## src/rtl/bus_arbiter3.sv

```systemverilog
// Round-robin arbiter for three bus masters with tenure-limited pre-emption.
// All outputs are registered; every ownership change passes through one IDLE cycle.
//
// state | meaning
// IDLE  | no grant, bus turnaround; msel holds the last owner's code
// OWN   | one master granted; tenure timer running
module bus_arbiter3 #(
  parameter int MAX_TENURE = 64,
  parameter int CW         = $clog2(MAX_TENURE + 1)
) (
  input  logic       clk,
  input  logic       rstn,
  input  logic [2:0] req,
  input  logic       ack,
  output logic [2:0] gnt,
  output logic [1:0] msel,
  output logic       bus_busy
);

  typedef enum logic {IDLE, OWN} state_t;

  state_t        state, state_nx;
  logic [2:0]    gnt_nx;
  logic [1:0]    msel_nx;
  logic          busy_nx;
  logic [1:0]    last, last_nx;
  logic [1:0]    win;
  logic [CW-1:0] rem, rem_nx;
  logic          own_req, other_req, tenure_done, release_bus;

  // Tenure is a down-counter: rem reaching zero means cnt has hit MAX_TENURE.
  always_ff @(posedge clk or negedge rstn) begin
    if (!rstn) begin
      state    <= IDLE;
      gnt      <= 3'b000;
      msel     <= 2'd0;
      bus_busy <= 1'b0;
      last     <= 2'd2;
      rem      <= '0;
    end else begin
      state    <= state_nx;
      gnt      <= gnt_nx;
      msel     <= msel_nx;
      bus_busy <= busy_nx;
      last     <= last_nx;
      rem      <= rem_nx;
    end
  end

  // Scan order starts just after the most recent owner.
  always_comb begin
    win = 2'd0;
    case (last)
      2'd0: begin
        if (req[1])      win = 2'd1;
        else if (req[2]) win = 2'd2;
        else             win = 2'd0;
      end
      2'd1: begin
        if (req[2])      win = 2'd2;
        else if (req[0]) win = 2'd0;
        else             win = 2'd1;
      end
      default: begin
        if (req[0])      win = 2'd0;
        else if (req[1]) win = 2'd1;
        else             win = 2'd2;
      end
    endcase
  end

  assign own_req     = |(req & gnt);
  assign other_req   = |(req & ~gnt);
  assign tenure_done = (rem == '0);
  assign release_bus = !own_req || (ack && tenure_done && other_req);

  always_comb begin
    state_nx = state;
    gnt_nx   = gnt;
    msel_nx  = msel;
    busy_nx  = bus_busy;
    last_nx  = last;
    rem_nx   = rem;
    case (state)
      IDLE: begin
        if (|req) begin
          state_nx = OWN;
          gnt_nx   = 3'b001 << win;
          msel_nx  = win;
          busy_nx  = 1'b1;
          last_nx  = win;
          rem_nx   = CW'(MAX_TENURE);
        end
      end
      OWN: begin
        if (!tenure_done) rem_nx = rem - CW'(1);
        if (release_bus) begin
          state_nx = IDLE;
          gnt_nx   = 3'b000;
          busy_nx  = 1'b0;
        end
      end
      default: begin
        state_nx = IDLE;
        gnt_nx   = 3'b000;
        busy_nx  = 1'b0;
      end
    endcase
  end

endmodule

```

## config.mk

```make
export PLATFORM = sky130hd
export DESIGN_NAME = bus_arbiter3
export DESIGN_NICKNAME = d
export VERILOG_FILES = /design/src/rtl/bus_arbiter3.sv
export SDC_FILE = /design/constraint.sdc
export NUM_CORES = 1
export LEC_CHECK = 0
export ABC_AREA = 1
export CELL_PAD_IN_SITES_DETAIL_PLACEMENT = 0
export CELL_PAD_IN_SITES_GLOBAL_PLACEMENT = 2
export CORE_ASPECT_RATIO = 0.5
export CORE_MARGIN = 2
export CORE_UTILIZATION = 32
export DETAILED_ROUTE_END_ITERATION = 7
export PLACE_DENSITY = 0.87
export REMOVE_ABC_BUFFERS = 1
export SKIP_LAST_GASP = 1
export SLEW_MARGIN = 20
export SYNTH_ARGS = -nofsm -noshare
export SYNTH_HDL_FRONTEND = slang
export SYNTH_SLANG_ARGS = --single-unit
```

## constraint.sdc

```tcl
create_clock -name clk -period 4.2 [get_ports clk]
set_input_delay 0.84 -clock clk [delete_from_list [all_inputs] [get_ports clk]]
set_output_delay 0.84 -clock clk [all_outputs]
set_load 0.1 [all_outputs]
```

==> results of run 1 <==
==> state kept, by name (all words and copies together) (netlist names) <==
register  cells
bus_busy      1
gnt           3
last          1
msel          2
rem           7
state         1
==> cells in the final DEF, fill, tap and decap left out <==
cell type        instances
xnor2_1                  1
dfrtp_1                 14
nand3_1                 11
inv_2                    4
clkbuf_8                 3
nand2_4                  2
nand3_2                  2
ha_1                     1
o21ai_0                  1
o21ai_1                  7
a21oi_1                  1
nor2_1                   4
o211ai_1                 1
nand4_1                  5
inv_1                   16
o22ai_1                  2
nand2_1                 24
clkbuf_1                 1
nor3_1                   1
nor2_2                   2
clkdlybuf4s50_1         11
dfstp_2                  1
o21ai_4                  1
nand2_2                  4
==> cell families (layout without fill, tap and decap cells) <==
kind of cell / count (synthesis) / in the layout
adders and majority gates: 1 / 1
and+or+nand+nor: 55 / 55
DFF: 15 / 15
AOI/OAI and AO/OA: 13 / 13
xor gates and xnor gates: 1 / 1
buffers and inverters: 21 / 35
==> final cells by class <==
class / instances / share of cell area (%)
sequential: 15 / 36.5
timing repair buffer: 11 / 10.7
inverter: 20 / 7.27
multi-input combinational: 70 / 36.7
tap: 37 / 4.48
clock buffer: 4 / 4.36
==> worst paths after layout <==
kind / startpoint / slack, ns / cells after the start / to
worst max-delay path: gnt[1]$_DFFE_PN0P_ / 1.58 / 1 / gnt[1]
worst min-delay path: rem[6]$_DFFE_PN0P_ / 0.47 / 2 / rem[6]$_DFFE_PN0P_
worst max register to register: rem[0]$_DFFE_PN0P_ / 2.62 / 9 / gnt[0]$_DFFE_PN0P_
worst min register to register: rem[6]$_DFFE_PN0P_ / 0.47 / 2 / rem[6]$_DFFE_PN0P_
max in group asynchronous: rstn / 2.77 / 1 / gnt[0]$_DFFE_PN0P_
min in group asynchronous: rstn / 1.00 / 1 / bus_busy$_DFFE_PN0P_
==> through the flow <==
stage / instances / hold WS, ns / cell area, sq um / setup slack (ns) / utilization [%]
after CTS: 157 / 0.478 / 1030 / 1.57 / 40.7
after floorplan: 105 / 0.446 / 831 / 2.43 / -
final: 157 / 0.471 / 1030 / 1.58 / 40.7
after detailed placement: 153 / 0.465 / 987 / 1.84 / 38.9
after global placement: 153 / 0.456 / 987 / 1.86 / 38.9
after global routing: 157 / 0.505 / 1030 / 1.53 / 40.7
==> metal layers <==
metal / vias to the layer above / wire length, um / track usage (%)
met5: - / 0 / 0
met4: 0 / 19 / 4.09
met3: 2 / 67 / 4.28
met2: 10 / 744 / 21.5
met1: 316 / 880 / 16.6
li1: 370 / - / -
==> impl_metrics.json, run 1 <==
{
  "skew_ns": 0.00263,
  "cp.required_ns": 3.36,
  "drive_gt1_share_pct": 15.8,
  "fin_crit_sh_pct": 62.5,
  "ys_top_cells_by_count": "nand2_1, inv_1, dfrtp_1",
  "fin_crit_ns": 2.62,
  "dp_hpwl_um": 1310,
  "ys_seq_elements": 15,
  "grt_util_all_layers_pct": 12.9,
  "core_area_sq_um": 2540,
  "routed_wl_um": 1710,
  "rsz0062_at_grt": "false",
  "cp_top_family": "buffers and inverters",
  "viasPerCell": 4.45,
  "synth_async_sr_flop_share_pct": 100,
  "cp-start-kind": "flip-flop",
  "postCtsSetupRepairBufs": 0,
  "fmax_ghz": 0.381,
  "synth_top_area_share_pct": 41.8,
  "multi_input_area_sq_um": 379,
  "ant_nets": 0,
  "register_area_sq_um": 377,
  "synth_edf_count": 0,
  "synthMuxAreaShare_pct": 0,
  "slew_headroom_pct": 35.4,
  "die_height_um": 40.2,
  "htree_levels": 1,
  "worstSetupPathType": "flip-flop to output port",
  "antenna_found_initial": 0,
  "start_util_pct": 33.0,
  "yosys.area_share.simple_pct": 33.0,
  "ctsHoldBuffers": 0,
  "cp_cell_sequence": "clkdlybuf4s50_1",
  "synth_xor_area_share_pct": 1.04,
  "diodes": 0,
  "die_area_sq_um": 3070,
  "worst_slew_pin_slew_ns": 0.966,
  "cp-end-kind": "output port",
  "final_hold_viol_count": 0,
  "gp_congestion": 0.710,
  "grt_pass1_vias": 637,
  "drv_slew": 0,
  "die_w_um": 76.4,
  "synth-adder-area-share_pct": 1.49,
  "grt-ovfl-total": 0,
  "arrival_ns": 1.78,
  "synth_top_family_by_area": "simple AND/OR/NAND/NOR gates",
  "cts.root.buffer_cell": "clkbuf_8",
  "insertion_delay_ns": 0.24,
  "timing.critical_path.buf_inv": 1,
  "io_pins": 12,
  "area_delta_synth_final_pct": 23.1,
  "clk_pin_slew_ns": 0.06,
  "ys_seq_area_share_pct": 44.9,
  "netlist_area_sq_um": 838,
  "fillers": 272,
  "cts_buffers": 3,
  "finalSetupViolCount": 0,
  "drv_cap": 0,
  "hp-class": "flip-flop to flip-flop",
  "synth_compound_area_share_pct": 9.70,
  "status": "finished clean",
  "cts_resized": 0,
  "cp_slowest_stage_delay_ns": 1.15,
  "drt_iter0_drc": 30,
  "drc_errors": 0,
  "syn_avg_cell_area_sq_um": 7.91,
  "yosys_most_used_dff": "dfrtp_1",
  "yosysWarnings": 0,
  "cp_slowest_cell": "clkdlybuf4s50_1",
  "grt_start_max_net_pins": 16,
  "yosysMostFrequentCell": "nand2_1",
  "io_buffers": 11,
  "post_drt_wl_per_cell_um": 10.9,
  "nets": 128,
  "synthCells": 106,
  "cts_sinks": 15,
  "yosys-top-cells-area": "dfrtp_1, nand2_1, inv_1",
  "dr.pass1.iters": 4,
  "yosysTopAreaCell": "dfrtp_1",
  "rows": 13,
  "grt_pass1_wl_um": 3010,
  "tns_ns": 0,
  "clk_path_buf_depth": 2,
  "synth_cell_types": 22,
  "crit_fanout": 4,
  "via_count": 698,
  "cts_tree": "built"
}
Power of run 1 is not shown: default switching activity piles up to over one toggle a cycle in this logic, so the estimate is an artifact.
==> inputs of run 2 (changes only) <==
- CORE_UTILIZATION: 32 -> 27
- PLACE_DENSITY: 0.87 -> 0.79
- clock period: 4.2 -> 2.16 ns (I/O delays scaled with it)
==> impl_metrics.json, run 2 (synthesis results as in run 1) <==
{
  "fmax_ghz": 0.628,
  "cts_resized": 0,
  "ant_nets": 0,
  "drt_iter0_drc": 16,
  "rows": 14,
  "slew_headroom_pct": 78.4,
  "intPower_mw": 0.818,
  "dr.pass1.iters": 4,
  "die_height_um": 43.4,
  "largest_register": "rem",
  "drv_cap": 0,
  "power_density_nw_per_um2": 1750,
  "fin_crit_sh_pct": 73.7,
  "hp-class": "input pin to asynchronous set/reset pin",
  "crit_fanout": 7,
  "rr_endpoint": "gnt[2]$_DFFE_PN0P_",
  "grt_pass1_wl_um": 3260,
  "nets": 129,
  "pwr-share-seq_pct": 28.3,
  "cts_tree": "built",
  "drive_gt1_share_pct": 21.5,
  "finalSetupViolCount": 0,
  "worst_slew_pin_slew_ns": 0.325,
  "cts_buffers": 3,
  "post_drt_wl_per_cell_um": 11.9,
  "grt_start_max_net_pins": 16,
  "antenna_found_initial": 0,
  "via_count": 716,
  "cp-end-kind": "flip-flop",
  "arrival_ns": 1.73,
  "routed_wl_um": 1910,
  "drc_errors": 0,
  "diodes": 0,
  "clk_path_buf_depth": 2,
  "die_area_sq_um": 3590,
  "clkPwrFrac_pct": 13.1,
  "grt_util_all_layers_pct": 12.1,
  "status": "finished clean",
  "area_delta_synth_final_pct": 22.7,
  "ctsHoldBuffers": 0,
  "cts_sinks": 15,
  "die_w_um": 82.8,
  "p_sw_mw": 0.982,
  "cts.root.buffer_cell": "clkbuf_8",
  "clk_pin_slew_ns": 0.06,
  "htree_levels": 1,
  "io_buffers": 11,
  "fin_crit_ns": 1.59,
  "cp.required_ns": 2.30,
  "skew_ns": 0.00274,
  "r2r-start": "rem[0]$_DFFE_PN0P_",
  "reg.largest.list": "rem x7, gnt x3, msel x2",
  "gp_congestion": 0.722,
  "layout_commonest_cell": "nand2_1",
  "ir_drop_v": 0.000497,
  "hold_slack_ns": 0.485,
  "reg2reg_slack_ns": 0.57,
  "io_pins": 12,
  "reg2reg_depth": 9,
  "finish.utilization_pct": 34.5,
  "tns_ns": 0,
  "dp_hpwl_um": 1400,
  "largest_register_ffs": 7,
  "core_area_sq_um": 2980,
  "worstSetupPathType": "flip-flop to flip-flop",
  "final_hold_viol_count": 0,
  "grt-ovfl-total": 0,
  "start_util_pct": 28.2,
  "final_cell_mix": "nand2_1, inv_1, dfrtp_1",
  "grt_pass1_vias": 710,
  "viasPerCell": 4.45,
  "rsz0062_at_grt": "false",
  "power.leakage_nw": 0.508,
  "netSwitchingFraction_pct": 54.6,
  "cp-start-kind": "flip-flop",
  "insertion_delay_ns": 0.25,
  "drv_slew": 0,
  "p_comb_share_pct": 58.6,
  "postCtsSetupRepairBufs": 0
}
## run 2: routing by layer
layer  wire (um)  GRT usage (%)
met2         813           19.0
met4          36           5.90
met5           0              0
met3          85           4.76
met1         974           14.8
## run 2: worst max path at each step
stage | from | to | slack (ns) | cells after the start
after floorplan | gnt[2]$_DFFE_PN0P_ | gnt[0]$_DFFE_PN0P_ | 0.49 | 7
after global placement | req[1] | rem[4]$_DFFE_PN0P_ | 0.38 | 8
after detailed placement | req[1] | rem[6]$_DFFE_PN0P_ | 0.40 | 8
after CTS | rem[0]$_DFFE_PN0P_ | gnt[2]$_DFFE_PN0P_ | 0.56 | 9
after global routing | rem[0]$_DFFE_PN0P_ | gnt[2]$_DFFE_PN0P_ | 0.47 | 9
final | rem[0]$_DFFE_PN0P_ | gnt[2]$_DFFE_PN0P_ | 0.57 | 9
## run 2: per-stage QoR
step / instance area, sq um / cells / setup WS, ns / power, mW
after global placement: 983 / 157 / 0.376 / 1.57
final: 1030 / 161 / 0.569 / 1.80
after global routing: 1030 / 161 / 0.474 / 1.93
after detailed placement: 983 / 157 / 0.397 / 1.58
after CTS: 1030 / 161 / 0.556 / 1.81
after floorplan: 831 / 105 / 0.493 / 1.34
## run 2: worst max-delay path, stage by stage (launching register included)
cell and delay (ns):
dfrtp_1 0.36, inv_1 0.17, ha_1 0.31, nand2_2 0.12, nor2_2 0.15, nand3_2 0.08, nand2_2 0.07, nand2_2 0.08
nand3_1 0.10, nand2_1 0.05
## run 2: cell type report
type                    count  area [sq um]
clock buffers               4          45.0
fillers                   318          1950
inverters                  20          75.1
multi-input cells          70           379
flip-flops and latches     15           377
well taps                  40          50.0
repair buffers             12           103
## run 2: power by group through the flow
stage                     registers (mW)  logic [mW]  clock network (mW)
final                              0.510        1.06               0.235
after CTS                          0.512        1.06               0.240
after global placement             0.520        1.05                   0
after global routing               0.531        1.15               0.256
after detailed placement           0.518        1.06                   0
after floorplan                    0.827       0.512                   0
No activity file was read; power rests on OpenSTA's default activity.
==> inputs of run 3 (changes only) <==
- CORE_UTILIZATION: 27 -> 30
- PLACE_DENSITY: 0.79 -> 0.83
- clock period: 2.16 -> 1.6 ns (I/O delays scaled with it)
==> impl_metrics.json, run 3 (synthesis results as in run 1) <==
{
  "ant_nets": 0,
  "fin_crit_sh_pct": 88.9,
  "die_height_um": 41.4,
  "status": "finished clean",
  "gp_congestion": 0.722,
  "core_area_sq_um": 2620,
  "rsz0062_at_grt": "false",
  "grt_util_all_layers_pct": 13.6,
  "cp_slowest_cell": "dfrtp_1",
  "drt_iter0_drc": 26,
  "cp_slowest_stage_delay_ns": 0.37,
  "cts.root.buffer_cell": "clkbuf_8",
  "skew_ns": 0.00256,
  "ir_drop_v": 0.000580,
  "htree_levels": 1,
  "fillers": 265,
  "cts_resized": 0,
  "cp-end-kind": "flip-flop",
  "postPlaceCellArea_sq_um": 1110,
  "start_util_pct": 32.0,
  "final_hold_viol_count": 0,
  "dr.pass1.iters": 3,
  "postCtsSetupRepairBufs": 0,
  "drc_errors": 0,
  "ctsHoldBuffers": 0,
  "routed_wl_um": 1800,
  "cp-start-kind": "flip-flop",
  "area_delta_synth_final_pct": 37.5,
  "tns_ns": 0,
  "cts_tree": "built",
  "clk_path_buf_depth": 2,
  "hp-class": "input pin to asynchronous set/reset pin",
  "die_area_sq_um": 3260,
  "cp_cell_sequence": "inv_1 -> ha_1 -> nand2_2 -> o21ai_4 -> nand2_4 -> buf_4 -> o22ai_1",
  "dp_hpwl_um": 1450,
  "register_area_sq_um": 377,
  "via_count": 713,
  "drv_cap": 0,
  "largest_register": "rem",
  "multi_input_area_sq_um": 379,
  "grt_pass1_wl_um": 3280,
  "finalSetupViolCount": 0,
  "power_density_nw_per_um2": 2350,
  "crit_fanout": 7,
  "slew_headroom_pct": 79.6,
  "grt_start_max_net_pins": 16,
  "reg.largest.list": "rem x7, gnt x3, msel x2",
  "cp_top_family": "flip-flops",
  "cts_sinks": 15,
  "fmax_ghz": 0.703,
  "insertion_delay_ns": 0.24,
  "finalInstanceArea_sq_um": 1150,
  "worstSetupPathType": "flip-flop to flip-flop",
  "cts_buffers": 3,
  "worst_slew_pin_slew_ns": 0.306,
  "grt_pass1_vias": 752,
  "viasPerCell": 4.32,
  "post_drt_wl_per_cell_um": 10.9,
  "cp.required_ns": 1.76,
  "final_cell_mix": "nand2_1, inv_1, dfrtp_1",
  "power.leakage_nw": 0.563,
  "arrival_ns": 1.58,
  "layout_commonest_cell": "nand2_1",
  "place_inst": 161,
  "die_w_um": 78.8,
  "fin_crit_ns": 1.42,
  "clk_pin_slew_ns": 0.06,
  "nets": 136,
  "drv_slew": 0,
  "io_buffers": 11,
  "rows": 13,
  "io_pins": 12,
  "timing.critical_path.buf_inv": 2,
  "diodes": 0,
  "antenna_found_initial": 0,
  "drive_gt1_share_pct": 25.8,
  "largest_register_ffs": 7,
  "fin_cells": 165,
  "grt-ovfl-total": 0
}
run 3: cell count changes in the layout (fill, tap and decap cells not counted), sizes merged:
cell	before	now
buf	7	14
run 3: worst paths after layout:
| check | from | to | slack [ns] | cells past startpoint |
|---|---|---|---|---|
| worst max-delay path | rem[1]$_DFFE_PN0P_ | rem[1]$_DFFE_PN0P_ | 0.18 | 7 |
| worst min-delay path | rstn | rem[6]$_DFFE_PN0P_ | 0.39 | 2 |
| worst max register to register | rem[1]$_DFFE_PN0P_ | rem[1]$_DFFE_PN0P_ | 0.18 | 7 |
| worst min register to register | rem[6]$_DFFE_PN0P_ | rem[6]$_DFFE_PN0P_ | 0.49 | 2 |
| max in group asynchronous | rstn | last[1]$_DFFE_PN1P_ | 0.97 | 2 |
| min in group clk | rem[6]$_DFFE_PN0P_ | rem[6]$_DFFE_PN0P_ | 0.49 | 2 |
run 3: worst register-to-register path, stage by stage, from the launching register on:
cell and delay [ns]:
dfrtp_1 0.37, inv_1 0.07, ha_1 0.19, nand2_2 0.09
o21ai_4 0.23, nand2_4 0.11, buf_4 0.15, o22ai_1 0.12
run 3: report_power, final:
group | leakage [nW] | internal, mW | total, mW | switching (mW)
Clock | 0.0228 | 0.176 | 0.306 | 0.130
Combinational | 0.356 | 0.637 | 1.69 | 1.05
Sequential | 0.184 | 0.545 | 0.722 | 0.177
run 3: layer usage:
layer | track usage, % | routed length [um] | up-vias
li1 | - | - | 385
met1 | 16.0 | 957 | 319
met2 | 25.9 | 785 | 7
met3 | 3.88 | 44 | 2
met4 | 3.95 | 12 | 0
met5 | 0 | 0 | -
run 3: layout make-up:
type	instances	area share, %
clock buffer	4	3.91
inverter	20	6.51
multi-input combinational	70	32.9
sequential	15	32.7
tap	37	4.02
timing repair buffer	19	20.0
run 3: stage by stage:
step	hold slack [ns]	total power [mW]	util, %	worst slack (ns)
2_1_floorplan	0.0244	1.81	-	-0.0669
3_3_place_gp	0.479	2.43	42.3	-0.0138
3_5_place_dp	0.481	2.43	42.3	0.00131
4_1_cts	0.390	2.75	44.0	0.178
5_1_grt	0.425	2.94	44.0	0.0134
6_report	0.387	2.71	44.0	0.177
